===== config.mk =====
export PLATFORM = sky130hd
export DESIGN_NAME = pcpi_crc32
export DESIGN_NICKNAME = d
export VERILOG_FILES = /design/src/rtl/pcpi_crc32_pkg.sv /design/src/rtl/crc32_bit_step.sv /design/src/rtl/pcpi_crc32.sv
export SDC_FILE = /design/constraint.sdc
export NUM_CORES = 1
export LEC_CHECK = 0
export ABC_CLOCK_PERIOD_IN_PS = 6000
export BUFFER_PORTS_ARGS = -buffer_cell sky130_fd_sc_hd__buf_2
export CAP_MARGIN = 20
export CORE_MARGIN = 4
export CORE_UTILIZATION = 40
export DETAILED_ROUTE_END_ITERATION = 8
export PLACE_DENSITY = 0.67
export SLEW_MARGIN = 20
export SYNTH_ARGS = -nofsm -noshare
export SYNTH_HDL_FRONTEND = slang
export SYNTH_HIERARCHICAL = 1
export SYNTH_SLANG_ARGS = --single-unit

===== constraint.sdc =====
create_clock -name clk -period 6 [get_ports clk]
set_input_delay 1.2 -clock clk [delete_from_list [all_inputs] [get_ports clk]]
set_output_delay 1.2 -clock clk [all_outputs]
set_load 0.02 [all_outputs]

===== src/rtl/pcpi_crc32_pkg.sv =====
// Shared encodings, FSM state type and decode helper for the PCPI CRC32 responder.
package pcpi_crc32_pkg;

  localparam logic [6:0]  OPC_CUSTOM0          = 7'b0001011;
  localparam logic [6:0]  FUNCT7_CRC           = 7'b0000000;
  localparam logic [2:0]  FUNCT3_CRC_B         = 3'b000;
  localparam logic [2:0]  FUNCT3_CRC_H         = 3'b001;
  localparam logic [2:0]  FUNCT3_CRC_W         = 3'b010;
  localparam logic [31:0] CRC32_POLY_REFLECTED = 32'hEDB88320;

  typedef enum logic [1:0] {
    IDLE,
    BUSY,
    DONE
  } state_t;

  // Number of data bits consumed by an encoding; 0 marks an encoding we do not claim.
  function automatic logic [5:0] crc_nbits(input logic [2:0] funct3);
    case (funct3)
      FUNCT3_CRC_B: crc_nbits = 6'd8;
      FUNCT3_CRC_H: crc_nbits = 6'd16;
      FUNCT3_CRC_W: crc_nbits = 6'd32;
      default:      crc_nbits = 6'd0;
    endcase
  endfunction

endpackage


===== src/rtl/crc32_bit_step.sv =====
// Combinational chain of BITS_PER_CYCLE reflected CRC32 bit steps, data consumed LSB first.
module crc32_bit_step #(
  parameter logic [31:0] POLY           = 32'hEDB88320,
  parameter int          BITS_PER_CYCLE = 1
) (
  input  logic [31:0]               crc,
  input  logic [BITS_PER_CYCLE-1:0] data,
  output logic [31:0]               crc_next
);

  generate
    for (genvar gi = 0; gi < BITS_PER_CYCLE; gi++) begin : g_step
      logic [31:0] c_in;
      logic [31:0] c_out;
      logic        fb;
      if (gi == 0) begin : g_first
        assign c_in = crc;
      end else begin : g_chain
        assign c_in = g_step[gi-1].c_out;
      end
      assign fb    = c_in[0] ^ data[gi];
      assign c_out = (c_in >> 1) ^ (fb ? POLY : 32'h0);
    end
  endgenerate

  assign crc_next = g_step[BITS_PER_CYCLE-1].c_out;

endmodule


===== src/rtl/pcpi_crc32.sv =====
// PCPI co-processor executing custom-0 CRC32 byte/half/word update instructions,
// bit-serial with BITS_PER_CYCLE bits per BUSY cycle and fully registered outputs.
module pcpi_crc32
  import pcpi_crc32_pkg::*;
#(
  parameter logic [31:0] POLY           = CRC32_POLY_REFLECTED,
  parameter int          BITS_PER_CYCLE = 1
) (
  input  logic        clk,
  input  logic        reset,
  input  logic        pcpi_valid,
  input  logic [31:0] pcpi_insn,
  input  logic [31:0] pcpi_rs1,
  input  logic [31:0] pcpi_rs2,
  output logic        pcpi_wr,
  output logic [31:0] pcpi_rd,
  output logic        pcpi_wait,
  output logic        pcpi_ready
);

  localparam int STEP_SHIFT = $clog2(BITS_PER_CYCLE);

  state_t      state_reg, state_next;
  logic [31:0] crc_reg;
  logic [31:0] data_reg;
  logic [5:0]  cnt_reg;

  logic [5:0]  insn_nbits;
  logic        insn_match;
  logic        accept;
  logic        advance;
  logic [31:0] step_crc;

  always_comb begin
    insn_nbits = crc_nbits(pcpi_insn[14:12]);
    insn_match = (pcpi_insn[6:0] == OPC_CUSTOM0) &&
                 (pcpi_insn[31:25] == FUNCT7_CRC) &&
                 (insn_nbits != 6'd0);
    accept     = (state_reg == IDLE) && pcpi_valid && insn_match;
    advance    = (state_reg == BUSY) && pcpi_valid;
  end

  crc32_bit_step #(
    .POLY          (POLY),
    .BITS_PER_CYCLE(BITS_PER_CYCLE)
  ) u_step (
    .crc     (crc_reg),
    .data    (data_reg[BITS_PER_CYCLE-1:0]),
    .crc_next(step_crc)
  );

  always_ff @(posedge clk or posedge reset) begin
    if (reset) begin
      state_reg <= IDLE;
    end else begin
      state_reg <= state_next;
    end
  end

  // Dropping pcpi_valid while busy abandons the instruction without a ready pulse.
  always_comb begin
    state_next = state_reg;
    case (state_reg)
      IDLE: if (accept) state_next = BUSY;
      BUSY: begin
        if (!pcpi_valid) begin
          state_next = IDLE;
        end else if (cnt_reg == 6'd1) begin
          state_next = DONE;
        end
      end
      DONE:    state_next = IDLE;
      default: state_next = IDLE;
    endcase
  end

  always_ff @(posedge clk or posedge reset) begin
    if (reset) begin
      crc_reg  <= 32'h0;
      data_reg <= 32'h0;
      cnt_reg  <= 6'd0;
    end else if (accept) begin
      crc_reg  <= pcpi_rs1;
      data_reg <= pcpi_rs2;
      cnt_reg  <= insn_nbits >> STEP_SHIFT;
    end else if (advance) begin
      crc_reg  <= step_crc;
      data_reg <= data_reg >> BITS_PER_CYCLE;
      cnt_reg  <= cnt_reg - 6'd1;
    end
  end

  // Outputs are registered from the next state, so they line up with state_reg.
  always_ff @(posedge clk or posedge reset) begin
    if (reset) begin
      pcpi_wait  <= 1'b0;
      pcpi_ready <= 1'b0;
      pcpi_wr    <= 1'b0;
      pcpi_rd    <= 32'h0;
    end else begin
      pcpi_wait  <= (state_next == BUSY);
      pcpi_ready <= (state_next == DONE);
      pcpi_wr    <= (state_next == DONE);
      pcpi_rd    <= (state_next == DONE) ? step_crc : 32'h0;
    end
  end

endmodule


==> impl_metrics.py, run 1 <==
metrics = {
    "detailed_routing": {
        "wl_per_cell_um": 16.45,
        "vias": 3285,
        "wl_met1_mm": 4.913,
        "met2_length_mm": 4.650,
        "ant_nets": 0,
        "drtPass1Iterations": 4,
        "wl_met3_um": 783,
        "routed_wl_mm": 10.51,
        "top_layer_used": "met5",
        "drc_errors": 0,
        "drt_iter0_markers": 265,
        "via_per_inst": 5.141,
    },
    "timing": {
        "fmax_ghz": 0.3698,
        "fin_setup_tns_ps": 0,
        "clock_skew_ps": 6.350,
        "min_period_ps": 2704,
        "report.final.hold_viol_count": 0,
        "slew_viol_final": 0,
        "period_share_pct": 45.06,
        "tightest_slew_ps": 948.6,
        "final-setup-viol-count": 0,
        "relSlewSlack_pct": 36.76,
        "rsz0062_at_grt": "false",
    },
    "cts": {
        "clock_latency_ps": 340,
        "cts_resized": 0,
        "cts-buffers-inserted": 9,
        "htreeDepth": 3,
        "cts_setup_buffers": 0,
        "clk_path_buf_depth": 2,
        "cts-root-buf": "clkbuf_16",
        "clkSinkCount": 106,
        "clkTransAtPathRegs_ps": 70,
        "cts_tree": "done",
        "cts_hold_buf": 0,
    },
    "synthesis": {
        "synthArstFlopShare_pct": 100.0,
        "yosysMostFrequentCell": "dfrtp_1",
        "seq_area_frac_synth_pct": 53.45,
        "synth_area_leader_cell": "dfrtp_1",
        "yosys.area.top_type_share_pct": 53.45,
        "synthesis.area_um2": 4962,
        "syn_nets": 481,
        "ys_ff_latch": 106,
        "synthTopCellsByCount": "dfrtp_1 (106), and2_1 (94), a221o_1 (60), buf_4 (27), buf_6 (10)",
        "avgSynthCellArea_um2": 13.06,
        "ys_warn_count": 6,
        "synth_edf_count": 0,
        "ys.flop_type": "dfrtp_1",
        "synth.area.top_cells": "dfrtp_1 (53%), a221o_1 (12%), and2_1 (12%)",
        "yosys.cell_types.count": 37,
        "syn-instance-count": 380,
    },
    "setup_path": {
        "regToRegSetupSlack_ps": 3850,
        "crit_type": "input pin to flip-flop",
        "critPathMaxFanout": 44,
        "crit_path_start_kind": "input pin",
        "worstSetupEndpointType": "flip-flop",
        "crit_arrival_ps": 2930,
        "crit_required_ps": 6220,
    },
    "pwr": {
        "netSwitchingFraction_pct": 19.87,
        "ir_drop_mv": 0.1534,
        "pwr_density_cell_nw_per_um2": 246.9,
        "switchingPower_w": 0.0002839,
        "pwr-share-comb_pct": 3.5,
        "clkPwrFrac_pct": 46.5,
        "intPower_w": 0.001145,
        "power_leakage_nw": 2.976,
        "seq_power_share_pct": 50.0,
    },
    "floorplan": {
        "core_area_um2": 12060,
        "rows": 40,
        "ios": 134,
        "die_h_um": 119.4,
        "initial_core_util_pct": 41.14,
        "die_w_um": 119.4,
        "dieArea_um2": 14250,
    },
    "finish": {
        "insertedDiodeCount": 0,
        "area_growth_pct": 16.62,
        "final_cell_count_no_fill": 639,
        "drive_gt1_share_pct": 32.48,
        "nets": 567,
        "stdcell_area_um2": 5787,
    },
    "min_path": {
        "hold_class": "flip-flop to flip-flop",
    },
    "global_routing": {
        "grt_pass1_vias": 3292,
        "grt_pass1_wl_mm": 17.09,
        "grtUsageTotal_pct": 15.04,
        "grt_max_degree": 76,
        "antenna_found_initial": 1,
        "grt-ovfl-total": 0,
    },
    "placed_design": {
        "placed_cells": 623,
        "hpwlAfterDp_mm": 6.563,
        "port_buffers": 118,
        "gp_congestion": 0.8008,
        "dpl_cell_area_um2": 5451,
    },
    "flow_run": {
        "drv_cap": 0,
    },
    "run_status": {
        "status": "completed",
    },
}
## layout make-up
cell class / count / area [µm²]
clock inverters: 5 / 102.6
clock buffers: 11 / 232.7
multi-input cells: 223 / 1947
flip-flops and latches: 106 / 2653
well taps: 168 / 210.2
fillers: 1073 / 6275
inverters: 3 / 13.76
repair buffers: 123 / 628.1
## power by group through the flow
stage	sequential, W	clock [W]	combinational (W)
6_report	0.000715	0.000664	0.0000500
5_1_grt	0.000714	0.000710	0.0000564
4_1_cts	0.000714	0.000682	0.0000517
3_5_place_dp	0.000728	0	0.0000514
3_3_place_gp	0.000728	0	0.0000510
2_1_floorplan	0.000728	0	0.0000150
## critical path, stage by stage
cell     delay (ps)
buf_2           120
nor4_2          290
and3_1          360
a21oi_4         210
buf_4           340
a221o_2         380
## path summary, 6_finish.rpt
| check | startpoint | endpoint | cells past startpoint |
|---|---|---|---|
| worst max-delay path | pcpi_insn[14] | data_reg[20]$_DFFE_PP0P_ | 6 |
| worst min-delay path | crc_reg[13]$_DFFE_PP0P_ | pcpi_rd[12]$_DFF_PP0_ | 1 |
| worst max register to register | state_reg[0]$_DFF_PP0_ | data_reg[20]$_DFFE_PP0P_ | 5 |
| worst min register to register | crc_reg[13]$_DFFE_PP0P_ | pcpi_rd[12]$_DFF_PP0_ | 1 |
| max in group asynchronous | reset | cnt_reg[5]$_DFFE_PP0P_ | 3 |
| min in group asynchronous | reset | data_reg[27]$_DFFE_PP0P_ | 2 |
## per-stage QoR
stage               utilization [%]  setup slack (ps)  hold slack (ps)  total power (W)
floorplan                         -              2011            470.4        0.0007434
global placement              45.20              2965            487.9        0.0007794
detailed placement            45.20              2922            486.4        0.0007798
CTS                           47.98              3291            509.8         0.001449
global route                  47.98              3144            522.1         0.001480
finish                        47.98              3296            503.4         0.001429
## layout by cell type (no fill, tap or decap), drive strengths merged, types with 3 or more instances in the layout
master  netlist  routed
a221o        62      62
and2         94      94
buf          40     123
bufinv        0       3
clkbuf        8      11
dfrtp       106     106
inv           3       3
nand2         5       5
nand3         7       7
nor2          8       8
nor3          3       3
o21ai         3       3
xor2          3       3
xor3         13      13
## kinds of logic (layout without fill, tap and decap cells)
family,after synthesis,count (layout),synth area share (%)
XOR/XNOR,16,16,7.060
adder cells (fa/ha/maj),2,2,0.5042
multiplexers,2,2,0.4034
buffers and inverters,51,142,7.489
AO/OA/AOI/OAI,75,75,14.80
flip-flops,106,106,53.45
AND/OR/NAND/NOR,128,128,16.29
## routing by layer
metal | track usage, % | vias to the layer above
li1 | - | 1525
met1 | 21.32 | 1621
met2 | 22.08 | 125
met3 | 3.941 | 12
met4 | 5.870 | 2
met5 | 0 | -
No activity file was read; power rests on OpenSTA's default activity.
==> inputs of run 2 (changes only) <==
--- a/config.mk
+++ b/config.mk
@@ -5,13 +5,14 @@
 export SDC_FILE = /design/constraint.sdc
 export NUM_CORES = 1
 export LEC_CHECK = 0
-export ABC_CLOCK_PERIOD_IN_PS = 6000
+export ABC_AREA = 1
+export ABC_CLOCK_PERIOD_IN_PS = 2400
 export BUFFER_PORTS_ARGS = -buffer_cell sky130_fd_sc_hd__buf_2
 export CAP_MARGIN = 20
 export CORE_MARGIN = 4
 export CORE_UTILIZATION = 40
 export DETAILED_ROUTE_END_ITERATION = 8
-export PLACE_DENSITY = 0.67
+export PLACE_DENSITY = 0.68
 export SLEW_MARGIN = 20
 export SYNTH_ARGS = -nofsm -noshare
 export SYNTH_HDL_FRONTEND = slang
==> constraint.sdc (replaced) <==
create_clock -name clk -period 2.4 [get_ports clk]
set_input_delay 0.48 -clock clk [delete_from_list [all_inputs] [get_ports clk]]
set_output_delay 0.48 -clock clk [all_outputs]
set_load 0.02 [all_outputs]
==> run 2 against run 1 <==
Compared with the run above:
- sequential cell count is the same
- final cell count up 42%
- critical path depth is 1 higher
- sequential power increased to 2.5 times the previous value
- hold slack got worse by 220 ps
==> impl_metrics.py, run 2 <==
metrics = {
    "placed_design": {
        "placed_cells": 894,
        "dp_slack_ps": 383.6,
        "hpwlAfterDp_mm": 7.880,
        "port_buffers": 118,
        "gp_congestion": 0.7507,
    },
    "synthesis": {
        "ys.flop_type": "dfrtp_1",
        "synth_area_leader_cell": "dfrtp_1",
        "synthTopCellsByCount": "nand3_1 (225), nand2_1 (110), dfrtp_1 (106), inv_1 (66), nor2_1 (49)",
        "synthesis.area_um2": 5374,
        "ys_ff_latch": 106,
        "seq_area_frac_synth_pct": 49.36,
        "synth.area.top_cells": "dfrtp_1 (49%), nand3_1 (21%), nand2_1 (7.7%)",
        "syn-instance-count": 652,
        "synthArstFlopShare_pct": 100.0,
        "syn_nets": 753,
        "ys_warn_count": 6,
        "yosys.area.top_type_share_pct": 49.36,
        "yosysMostFrequentCell": "nand3_1",
        "yosys.cell_types.count": 25,
        "synth_edf_count": 0,
        "avgSynthCellArea_um2": 8.242,
    },
    "setup_path": {
        "crit_arrival_ps": 2020,
        "crit_required_ps": 2620,
        "worstSetupEndpointType": "flip-flop",
        "critPathMaxFanout": 38,
        "crit_type": "flip-flop to flip-flop",
        "crit_path_start_kind": "flip-flop",
    },
    "pwr": {
        "ir_drop_mv": 0.2845,
        "power_leakage_nw": 3.128,
        "pwr_density_cell_nw_per_um2": 547.6,
    },
    "finish": {
        "drive_gt1_share_pct": 22.54,
        "mostFrequentLayoutCells": "nand3_1 (225), buf_2 (118), nand2_1 (109), dfrtp_1 (106), inv_1 (65)",
        "insertedDiodeCount": 0,
        "nets": 830,
        "area_growth_pct": 13.69,
        "final_cell_count_no_fill": 908,
        "final_common_cell": "nand3_1",
    },
    "floorplan": {
        "die_h_um": 123.9,
        "rows": 42,
        "die_w_um": 123.9,
        "core_area_um2": 13190,
        "ios": 134,
        "initial_core_util_pct": 40.74,
        "dieArea_um2": 15350,
    },
    "detailed_routing": {
        "drc_errors": 0,
        "drtPass1Iterations": 4,
        "via_per_inst": 4.861,
        "routed_wl_mm": 12.04,
        "drt_iter0_markers": 241,
        "ant_nets": 0,
        "wl_per_cell_um": 13.26,
        "vias": 4414,
    },
    "timing": {
        "rsz0062_at_grt": "false",
        "tightest_slew_ps": 574.2,
        "relSlewSlack_pct": 61.67,
        "slew_viol_final": 0,
        "min_period_ps": 1797,
        "fin_ws_ps": 603.3,
        "clock_skew_ps": 6.758,
        "report.final.hold_viol_count": 0,
        "fin_setup_tns_ps": 0,
        "worst_hold_slack_ps": 284.6,
        "fmax_ghz": 0.5566,
        "final-setup-viol-count": 0,
        "period_share_pct": 74.86,
    },
    "global_routing": {
        "grt_pass1_wl_mm": 19.93,
        "antenna_found_initial": 1,
        "grt_max_degree": 107,
        "grtUsageTotal_pct": 16.51,
        "grt_pass1_vias": 4179,
        "grt-ovfl-total": 0,
    },
    "cts": {
        "cts-buffers-inserted": 9,
        "clock_latency_ps": 340,
        "clk_path_buf_depth": 2,
        "cts_setup_buffers": 0,
        "clkSinkCount": 106,
        "htreeDepth": 3,
        "clkTransAtPathRegs_ps": 70,
        "cts_resized": 0,
        "cts_tree": "done",
        "cts-root-buf": "clkbuf_16",
        "cts_hold_buf": 0,
    },
    "flow_run": {
        "drv_cap": 0,
    },
    "run_status": {
        "status": "completed",
    },
    "min_path": {
        "hold_class": "input pin to asynchronous set/reset pin",
    },
}
## run 2: changes by cell type in the layout (fill, tap and decap cells not counted), moves of 9 or more
cell and delta:
nand3_1 +218, nand2_1 +104, and2_1 -94, inv_1 +63, a221o_1 -60, nor2_1 +43, xor3_1 -9
## run 2: per-stage QoR
stage	instance area (µm²)	utilization (%)	power, W
6_report	6110	46.32	0.003345
5_1_grt	6110	46.32	0.003480
4_1_cts	6110	46.32	0.003395
3_5_place_dp	5834	44.23	0.001967
3_3_place_gp	5834	44.23	0.001965
2_1_floorplan	5378	-	0.001877
## run 2: kinds of logic after synthesis
kind of cell	share of synthesized area, %
xor gates and xnor gates	0.3260
adders and majority gates	0.4656
and+or+nand+nor	35.09
DFF	49.36
AOI/OAI and AO/OA	0.4191
buffers and inverters	14.34
## run 2: critical path, stage by stage (launching register included)
cell	delay [ps]
dfrtp_1	390
nor2_2	170
nand2_1	80
nor2_2	120
nand3_4	390
buf_12	340
nand3_1	90
nand3_1	80
## run 2: power by group
| group | switching (W) | leakage [nW] | internal [W] | total [W] |
|---|---|---|---|---|
| combinational | 0.0000797 | 1.51 | 0.0000617 | 0.000141 |
| sequential | 0.000000508 | 1.48 | 0.00179 | 0.00179 |
| clock | 0.000620 | 0.131 | 0.000797 | 0.00142 |
## run 2: worst paths after layout
path / startpoint / endpoint / slack (ps) / cells after the start
max: state_reg[1]$_DFF_PP0_ / crc_reg[15]$_DFFE_PP0P_ / 600 / 7
min: reset / data_reg[27]$_DFFE_PP0P_ / 280 / 3
max reg2reg: state_reg[1]$_DFF_PP0_ / crc_reg[15]$_DFFE_PP0P_ / 600 / 7
min reg2reg: data_reg[19]$_DFFE_PP0P_ / data_reg[18]$_DFFE_PP0P_ / 500 / 2
max in group asynchronous: reset / crc_reg[3]$_DFFE_PP0P_ / 1680 / 3
min in group clk: pcpi_rs2[31] / data_reg[31]$_DFFE_PP0P_ / 360 / 3
## run 2: final cells by class
cell class	count	area, µm²
clock inverters	3	42.54
multi-input cells	413	1953
inverters	72	275.3
well taps	176	220.2
fillers	1330	7081
repair buffers	127	733.2
flip-flops and latches	106	2653
clock buffers	11	232.7
## run 2: routing by layer
layer | vias to the layer above | wire length [µm] | part of all wire [%] | global-route usage [%]
met2 | 99 | 5559 | 46 | 26.60
met1 | 2075 | 5686 | 47 | 22.17
met4 | 2 | 106 | 0.88 | 4.175
li1 | 2229 | - | - | -
met3 | 9 | 669 | 5.6 | 4.496
met5 | - | 20 | 0.17 | 0
